### src/rtl/dbus_size_ctl_pkg.sv
// Shared definitions for the data-bus sizing controller: size codes, lane-mux
// replication codes, FSM state encoding and small mask helpers.
package dbus_size_ctl_pkg;

    typedef enum logic [1:0] {
        SZ_8  = 2'd0,
        SZ_16 = 2'd1,
        SZ_32 = 2'd2,
        SZ_64 = 2'd3
    } size_e;

    localparam logic [2:0] DMUXU_8  = 3'b111;
    localparam logic [2:0] DMUXU_16 = 3'b110;
    localparam logic [2:0] DMUXU_32 = 3'b100;
    localparam logic [2:0] DMUXU_64 = 3'b000;

    typedef enum logic [2:0] {
        ST_IDLE = 3'd0,
        ST_ERR  = 3'd1,
        ST_BUS  = 3'd2,
        ST_NEXT = 3'd3,
        ST_ACK  = 3'd4
    } state_e;

    // Low address bits that must be zero for a naturally aligned transfer.
    function automatic logic [2:0] align_mask(input logic [1:0] size);
        case (size)
            2'd0:    return 3'b000;
            2'd1:    return 3'b001;
            2'd2:    return 3'b011;
            default: return 3'b111;
        endcase
    endfunction

    // Bit mask covering the low (1 << chunk) bytes.
    function automatic logic [63:0] byte_mask(input logic [1:0] chunk);
        case (chunk)
            2'd0:    return 64'h0000_0000_0000_00FF;
            2'd1:    return 64'h0000_0000_0000_FFFF;
            2'd2:    return 64'h0000_0000_FFFF_FFFF;
            default: return 64'hFFFF_FFFF_FFFF_FFFF;
        endcase
    endfunction

endpackage

### src/rtl/dbus_size_ctl_lane_gen.sv
// Per-beat lane decode: byte enables, lane-mux replication code and the
// right-shift that brings the addressed read lanes down to bit 0.
module dbus_lane_gen
    import dbus_size_ctl_pkg::*;
(
    input  logic [1:0] chunk,
    input  logic [2:0] addr_lo,
    output logic [7:0] bus_be,
    output logic [2:0] dmuxu,
    output logic [5:0] rd_shift
);

    logic [7:0] low_be;

    always_comb begin
        low_be = 8'h01;
        dmuxu  = DMUXU_8;
        case (chunk)
            SZ_8:  begin low_be = 8'h01; dmuxu = DMUXU_8;  end
            SZ_16: begin low_be = 8'h03; dmuxu = DMUXU_16; end
            SZ_32: begin low_be = 8'h0F; dmuxu = DMUXU_32; end
            SZ_64: begin low_be = 8'hFF; dmuxu = DMUXU_64; end
            default: ;
        endcase
    end

    assign bus_be   = low_be << addr_lo;
    assign rd_shift = {addr_lo, 3'b000};

endmodule

### src/rtl/dbus_size_ctl.sv
// Data-bus sizing controller: splits a master transfer into beats no wider
// than the addressed slave port and reassembles read data low-aligned.
module dbus_size_ctl
    import dbus_size_ctl_pkg::*;
#(
    parameter int AW = 24
) (
    input  logic          sys_clk,
    input  logic          reset,
    input  logic          req,
    input  logic          req_write,
    input  logic [AW-1:0] req_addr,
    input  logic [1:0]    req_size,
    input  logic [63:0]   req_wdata,
    input  logic [1:0]    slv_width,
    output logic          req_ack,
    output logic          req_err,
    output logic [63:0]   rd_data,
    output logic          bus_cyc,
    output logic          bus_we,
    output logic [AW-1:0] bus_addr,
    output logic [7:0]    bus_be,
    output logic [63:0]   bus_wdata,
    output logic [2:0]    dmuxu,
    input  logic [63:0]   bus_rdata,
    input  logic          bus_done
);

    state_e        state_reg, state_next;
    logic          write_reg;
    logic [AW-1:0] addr_reg;
    logic [63:0]   wdata_reg;
    logic [1:0]    chunk_reg;
    logic [2:0]    last_beat_reg;
    logic [2:0]    beat_reg;
    logic [63:0]   rd_data_reg;

    logic [1:0]    req_chunk;
    logic [2:0]    req_last_beat;
    logic          misaligned;
    logic [3:0]    cbytes;
    logic [7:0]    lane_be;
    logic [2:0]    lane_dmuxu;
    logic [5:0]    rd_shift;
    logic [63:0]   chunk_mask;
    logic [63:0]   rd_chunk;
    logic [5:0]    rd_offset;
    logic [63:0]   rd_merge;

    assign req_chunk     = (req_size < slv_width) ? req_size : slv_width;
    assign req_last_beat = 3'((4'd1 << (req_size - req_chunk)) - 4'd1);
    assign misaligned    = |(req_addr[2:0] & align_mask(req_size));
    assign cbytes        = 4'd1 << chunk_reg;

    dbus_lane_gen u_lane_gen (
        .chunk    (chunk_reg),
        .addr_lo  (addr_reg[2:0]),
        .bus_be   (lane_be),
        .dmuxu    (lane_dmuxu),
        .rd_shift (rd_shift)
    );

    // Beat n of a read lands at byte offset n * cbytes of the assembled word.
    assign chunk_mask = byte_mask(chunk_reg);
    assign rd_chunk   = (bus_rdata >> rd_shift) & chunk_mask;
    assign rd_offset  = 6'({beat_reg, 3'b000} << chunk_reg);
    assign rd_merge   = (rd_data_reg & ~(chunk_mask << rd_offset)) | (rd_chunk << rd_offset);

    always_ff @(posedge sys_clk or posedge reset) begin
        if (reset) begin
            state_reg <= ST_IDLE;
        end else begin
            state_reg <= state_next;
        end
    end

    always_comb begin
        state_next = state_reg;
        case (state_reg)
            ST_IDLE: if (req) state_next = misaligned ? ST_ERR : ST_BUS;
            ST_ERR:  state_next = ST_IDLE;
            ST_BUS:  if (bus_done) state_next = (beat_reg == last_beat_reg) ? ST_ACK : ST_NEXT;
            ST_NEXT: state_next = ST_BUS;
            ST_ACK:  state_next = ST_IDLE;
            default: state_next = ST_IDLE;
        endcase
    end

    always_ff @(posedge sys_clk or posedge reset) begin
        if (reset) begin
            write_reg     <= 1'b0;
            addr_reg      <= '0;
            wdata_reg     <= '0;
            chunk_reg     <= '0;
            last_beat_reg <= '0;
            beat_reg      <= '0;
            rd_data_reg   <= '0;
        end else begin
            case (state_reg)
                ST_IDLE: begin
                    if (req) begin
                        write_reg     <= req_write;
                        addr_reg      <= req_addr;
                        wdata_reg     <= req_wdata;
                        chunk_reg     <= req_chunk;
                        last_beat_reg <= req_last_beat;
                        beat_reg      <= '0;
                        rd_data_reg   <= '0;
                    end
                end
                ST_BUS: begin
                    if (bus_done) rd_data_reg <= rd_merge;
                end
                ST_NEXT: begin
                    addr_reg  <= addr_reg + AW'(cbytes);
                    wdata_reg <= wdata_reg >> {cbytes, 3'b000};
                    beat_reg  <= beat_reg + 3'd1;
                end
                default: ;
            endcase
        end
    end

    // Lane controls are only meaningful while a bus cycle is open.
    assign bus_cyc   = (state_reg == ST_BUS);
    assign bus_we    = bus_cyc & write_reg;
    assign bus_be    = bus_cyc ? lane_be : 8'h00;
    assign dmuxu     = bus_cyc ? lane_dmuxu : 3'b000;
    assign bus_addr  = addr_reg;
    assign bus_wdata = wdata_reg;
    assign req_ack   = (state_reg == ST_ACK) || (state_reg == ST_ERR);
    assign req_err   = (state_reg == ST_ERR);
    assign rd_data   = rd_data_reg;

endmodule

### config.mk
export PLATFORM = sky130hd
export DESIGN_NAME = dbus_size_ctl
export DESIGN_NICKNAME = d
export VERILOG_FILES = /design/src/rtl/dbus_size_ctl_pkg.sv /design/src/rtl/dbus_size_ctl_lane_gen.sv /design/src/rtl/dbus_size_ctl.sv
export SDC_FILE = /design/constraint.sdc
export NUM_CORES = 1
export LEC_CHECK = 0
export BUFFER_PORTS_ARGS = -buffer_cell sky130_fd_sc_hd__buf_2
export CAP_MARGIN = 30
export CORE_ASPECT_RATIO = 1.2
export CORE_UTILIZATION = 59
export DETAILED_ROUTE_END_ITERATION = 8
export PLACE_DENSITY_LB_ADDON = 0.08
export SYNTH_ARGS = -nofsm -noshare
export SYNTH_HDL_FRONTEND = slang
export SYNTH_SLANG_ARGS = --single-unit
export TNS_END_PERCENT = 10
### constraint.sdc
create_clock -name sys_clk -period 13.2 [get_ports sys_clk]
set_input_delay 0.66 -clock sys_clk [delete_from_list [all_inputs] [get_ports sys_clk]]
set_output_delay 0.66 -clock sys_clk [all_outputs]
set_load 0.02 [all_outputs]
; Word-level counts from Yosys, hierarchy flattened
; Index checks and enable logic that the tools add are counted.
[op_classes]
n_lt_le_gt_ge = 1
mux = 21
bitwise_logic = 6
n_reduce_logical = 11
n_shift = 8
n_eq_ne = 12
add_sub_neg = 4
[ops]
columns = operator, n
row1 = case mux 64 bit (2 select lines), 2
row2 = 2-to-1 mux 64 bit, 3
row3 = case mux 64 bit (3 select lines), 1
row4 = bitwise AND 64 bit, 2
row5 = left shift 64 x 6 -> 64 bit, 2
row6 = NOT 64 bit, 1
row7 = OR 64 bit, 1
row8 = >> shifter 64 x 6 -> 64 bit, 1
row9 = >> shifter 64 x 7 -> 64 bit, 1
row10 = case mux 24 bit (2 select lines), 1
row11 = case mux 8 bit (4 select lines), 1
row12 = adder 24 x 4 -> 24 bit, 1
row13 = 2-to-1 mux 24 bit, 1
row14 = case mux 3 bit (3 select lines), 2
row15 = 2-to-1 mux 3 bit, 5
row16 = case mux 3 bit (4 select lines), 1
row17 = 2-to-1 mux 8 bit, 1
row18 = left shift 8 x 3 -> 8 bit, 1
row19 = == test 2 bit (second input constant), 3
row20 = == test 3 x 2 -> 1 bit (second input constant), 2
row21 = case mux 3 bit (2 select lines), 1
row22 = AND reduction 2 bit, 3
row23 = left shift 6 x 2 -> 6 bit, 1
row24 = == test 2 x 1 -> 1 bit (second input constant), 2
row25 = other kinds (20), 23
[totals]
regBits = 164
wordCells = 71
in_bits = 161

; Logic depth before layout (Yosys ltp)
[depth]
word_depth = 8
mapped_depth = 17
depth_no_buf = 11

; Hierarchy
; A second synthesis with hierarchy kept.
[hier_totals]
hier_cells = 1699
hier_area_um2 = 15073.2
[by_module_without_submodules]
columns = mod, n_inst, seq_area_each_um2, cells_each, area_each_um2
row1 = dbus_size_ctl, 1, 4103.9, 1660, 14833.0
row2 = dbus_lane_gen, 1, 0.0, 39, 240.2

; Worst setup path before layout
; Ideal clock, no wire load.
[synth_timing]
kind = reg-to-reg
start = reg chunk_reg[1]
end = reg addr_reg[22], in the netlist bus_addr[22]
path_slack_ps = 9598
synth_period_minus_slack_ps = 3602
path_stages_with_launch = 18
n_path_buf = 6
setup_ps = 94
arrival_time_ps = 3508
path_cell_list = dfrtp_1 -> buf_2 -> buf_2 -> inv_1 -> ha_1 -> buf_2 -> buf_2 -> buf_1 -> xor2_1 -> ha_1 -> a21oi_1 -> o21ai_0 -> a21oi_1 -> or3_1 -> clkbuf_1 -> nor3_1 -> nor3_1 -> a211oi_1
[synth_between]
elab_chain_len = 3
[synth_lines]
columns = element, line_no
row1 = from (decl), dbus_size_ctl.sv:33  ; logic [1:0] chunk_reg;
row2 = from (signal assigned), dbus_size_ctl.sv:105  ; chunk_reg <= req_chunk;
row3 = left shift 1 x 2 -> 4 bit, dbus_size_ctl.sv:53  ; assign cbytes = 4'd1 << chunk_reg;
row4 = adder 24 x 4 -> 24 bit, dbus_size_ctl.sv:115  ; addr_reg <= addr_reg + AW'(cbytes);
row5 = case mux 24 bit (2 select lines), dbus_size_ctl.sv:99  ; case (state_reg)
row6 = to (signal assigned), dbus_size_ctl.sv:103  ; addr_reg <= req_addr;
row7 = to (signal assigned), dbus_size_ctl.sv:115
row8 = to (decl), dbus_size_ctl.sv:31  ; logic [AW-1:0] addr_reg;
; Every way passes these cells.
; A chain may end at the register's enable or synchronous reset.

; Worst setup path after layout
[layout_timing]
start = reg chunk_reg[0]
end = out bus_be[6]
[layout_between]
elab_chain_len = 4
word_cells_on_any_way = 7
classes_between = eq/ne (3) / shift (1) / mux (2) / reduce/logical (1)
[layout_lines]
columns = element, line_no
row1 = "== test 2 bit, or another cell as far along", dbus_size_ctl_lane_gen.sv:18  ; case (chunk)
row2 = case mux 8 bit (4 select lines) *, dbus_size_ctl_lane_gen.sv:18
row3 = left shift 8 x 3 -> 8 bit *, dbus_size_ctl_lane_gen.sv:27  ; assign bus_be = low_be << addr_lo;
row4 = 2-to-1 mux 8 bit *, dbus_size_ctl.sv:127  ; assign bus_be = bus_cyc ? lane_be : 8'h00;
row5 = to (decl), dbus_size_ctl.sv:22  ; output logic [7:0] bus_be,
; Every way passes the cells marked *; elsewhere a longest branch is shown, timed or not. The select of a mux whose other input is x is not followed.

==> results.md <==
* Hold Path Class: input pin to async pin
* Mapped Nets at 1727
* Commonest cells after routing, fill and taps aside: buf_2, nand2_1, nor2_1
* Initial Util at 0.605
* Critical Path Start Type: register
* Part of the power in registers at 0.235
* WP data arrival at 3.51 ns
* First-pass GRT wire length at 75400 um
* Max Buffers Root-to-Sink at 2
* Post-synth EDFFs at 0
* WHS at 0.0984 ns
* Worst-path clk slew at 0.07 ns
* Core area at 21000 um^2
* Finish-stage setup viols at 0
* Final hold violations at 0
* Remaining Overflow, GRT at 0
* Final Wtd Congestion at 1.03
* WL final at 50400 um
* Max Fclk at 240 MHz
* # resized after CTS at 0
* Post-route ant nets at 0
* CTS Buf Count at 17
* CTS tree: yes
* RSZ-0062 raised after global routing: false
* Hold buffers post-CTS at 0
* Tcrit/Tclk final at 0.316
* Final net count at 1974
* Mapped cell area at 12700 um^2
* Clk_skew at 0.0146 ns
* Most used DFF post-synth: dfrtp_1
* IO buf count at 327
* Commonest non-fill, non-tap cell in the layout: buf_2
* CP max FO at 21
* # clock sinks at 164
* Routed vias at 14.2k
* TNS Setup at 0 ns
* Rows at 58
* Die Span Y at 163 um
* Mapped Avg Cell Area at 8.22 um^2
* Switch share at 0.559
* Combinational fraction of design power at 0.651
* Fillers at 1715
* Final Core Density at 0.714
* Cells after DPL at 2046
* Peak VDD IR at 0.000205 V
* Clock power share at 0.114
* Vias per cell at 6.84
* Unique cell type count in the Yosys netlist at 71
* Worst Tran Pin Value at 1.32 ns
* Avg WL per Cell at 24.2 um
* Critical path endpoint category: primary output
* Area of the die at 22200 um^2
* R2R depth at 12
* Root Driver: clkbuf_16
* CP Data Required Time at 12.54 ns
* First DRT Iteration DRCs at 1583
* Seq/Total Area, Yosys at 0.322
* Seq cells post-synth at 164
* Finished Cell Area at 15000 um^2
* Post-Synthesis Cells at 1550
* H-tree levels at 4
* Slew margin rel. at 0.123
* Fraction of layout cells with a size suffix above 1 at 0.254
* Max-cap violation count at 0
* P_leak at 6.77 nW
* Worst setup path class: register to primary output
* Initial antenna violation count at 1
* Boundary Pins at 328
* Area after DPL at 14400 um^2
* Synthesis Warnings at 0
* Largest net degree at the start of global routing at 104
* Status: finished, final reports clean
* GR Util All Layers at 0.451
* Final non-filler cell total at 2080
* Ant diodes at 0
* Slack of the critical path at 9.03 ns
* Area growth from synthesis to layout at 17.9%
* Initial DRT Pass Iterations at 8
* Tot Pwr at 4.57 mW
* Number of global-route vias before repair at 13.5k
* Post-synthesis async set-or-reset flop share at 1.00
* Net Sw Power at 2.56 mW
* Clock insertion delay at the later pin of the skew report at 0.44 ns
* DRC Markers at 0
* Int Pwr at 2.01 mW
* PwrDens at 304 nW/um^2
* Pre-CTS setup slack at 9.44 ns
* Number of setup buffers added after CTS at 0
* Die W at 136 um
* Crit path time final at 4.17 ns
* Final Max Tran Viols at 0
* Hpwl dp at 35300 um
[logic make-up after synthesis]
| group | after synthesis | share of synthesized area |
|---|---|---|
| XOR/XNOR | 10 | 0.00687 |
| buffers and inverters | 142 | 0.0514 |
| AND/OR/NAND/NOR | 509 | 0.174 |
| multiplexers | 168 | 0.155 |
| AO/OA/AOI/OAI | 541 | 0.275 |
| flip-flops | 164 | 0.322 |
| adder cells (fa/ha/maj) | 16 | 0.0157 |
[cells in the mapped netlist (all sizes together) (7+ instances only)]
| library cell | instances | area, um^2 |
|---|---|---|
| a211oi | 37 | 278 |
| a21oi | 110 | 558 |
| a22o | 23 | 201 |
| a22oi | 47 | 353 |
| a2bb2oi | 8 | 70.1 |
| a31oi | 15 | 93.8 |
| and3 | 7 | 43.8 |
| buf | 52 | 317 |
| clkbuf | 73 | 274 |
| dfrtp | 164 | 4100 |
| ha | 16 | 200 |
| inv | 16 | 60.1 |
| mux2 | 39 | 447 |
| mux2i | 112 | 1120 |
| mux4 | 17 | 398 |
| nand2 | 196 | 736 |
| nand2b | 25 | 156 |
| nand3 | 21 | 105 |
| nor2 | 177 | 667 |
| nor2b | 19 | 119 |
| nor3 | 22 | 110 |
| nor4 | 8 | 50.1 |
| o211ai | 21 | 158 |
| o21ai | 143 | 719 |
| o221ai | 11 | 96.3 |
| o22ai | 44 | 275 |
| o2bb2ai | 7 | 61.3 |
| o311ai | 7 | 61.3 |
| o31ai | 9 | 67.6 |
| o32ai | 8 | 70.1 |
| or3 | 8 | 50.1 |
[worst paths after layout]
path	startpoint	to	slack, ns
max in group asynchronous	reset	bus_addr[1]	11.42
hold / removal	reset	rd_data[2]	0.1
min in group sys_clk	req_write	write_reg	0.42
setup reg to reg	chunk_reg[1]	bus_addr[22]	9.35
setup / recovery	chunk_reg[0]	bus_be[6]	9.03
hold reg to reg	rd_data[19]	rd_data[19]	0.47
[worst max-delay path: stages, from the launching register on]
cell	delay [ns]
dfrtp_1	0.71
inv_1	0.22
ha_1	0.57
nor2_1	0.77
nor3_1	0.09
a21oi_1	0.16
nor2_1	0.05
a211oi_1	0.26
nor2_1	0.07
buf_2	0.16
[power by group through the flow]
stage	Sequential (mW)	Combinational [mW]	Clock, mW
finish	1.08	2.98	0.519
global route	1.09	3.17	0.537
CTS	1.07	2.86	0.518
detailed placement	1.08	2.84	0
global placement	1.07	2.78	0
floorplan	1.16	1.84	0
[layer usage]
layer	track usage	share of wire	up-vias	wire [um]
li1	-	-	6273	-
met1	0.508	0.34	6700	17200
met2	0.742	0.48	1022	24200
met3	0.0881	0.095	235	4770
met4	0.359	0.083	2	4160
met5	0	0.00026	-	13
[final cells by class]
class	instances	area (um^2)	area share
clock buffer	17	425	0.0283
clock inverter	15	176	0.0117
inverter	17	68.8	0.00458
sequential	164	4110	0.274
tap	270	338	0.0225
timing repair buffer	353	1900	0.126
multi-input combinational	1244	8010	0.533
No activity file was read; power rests on OpenSTA's default activity.
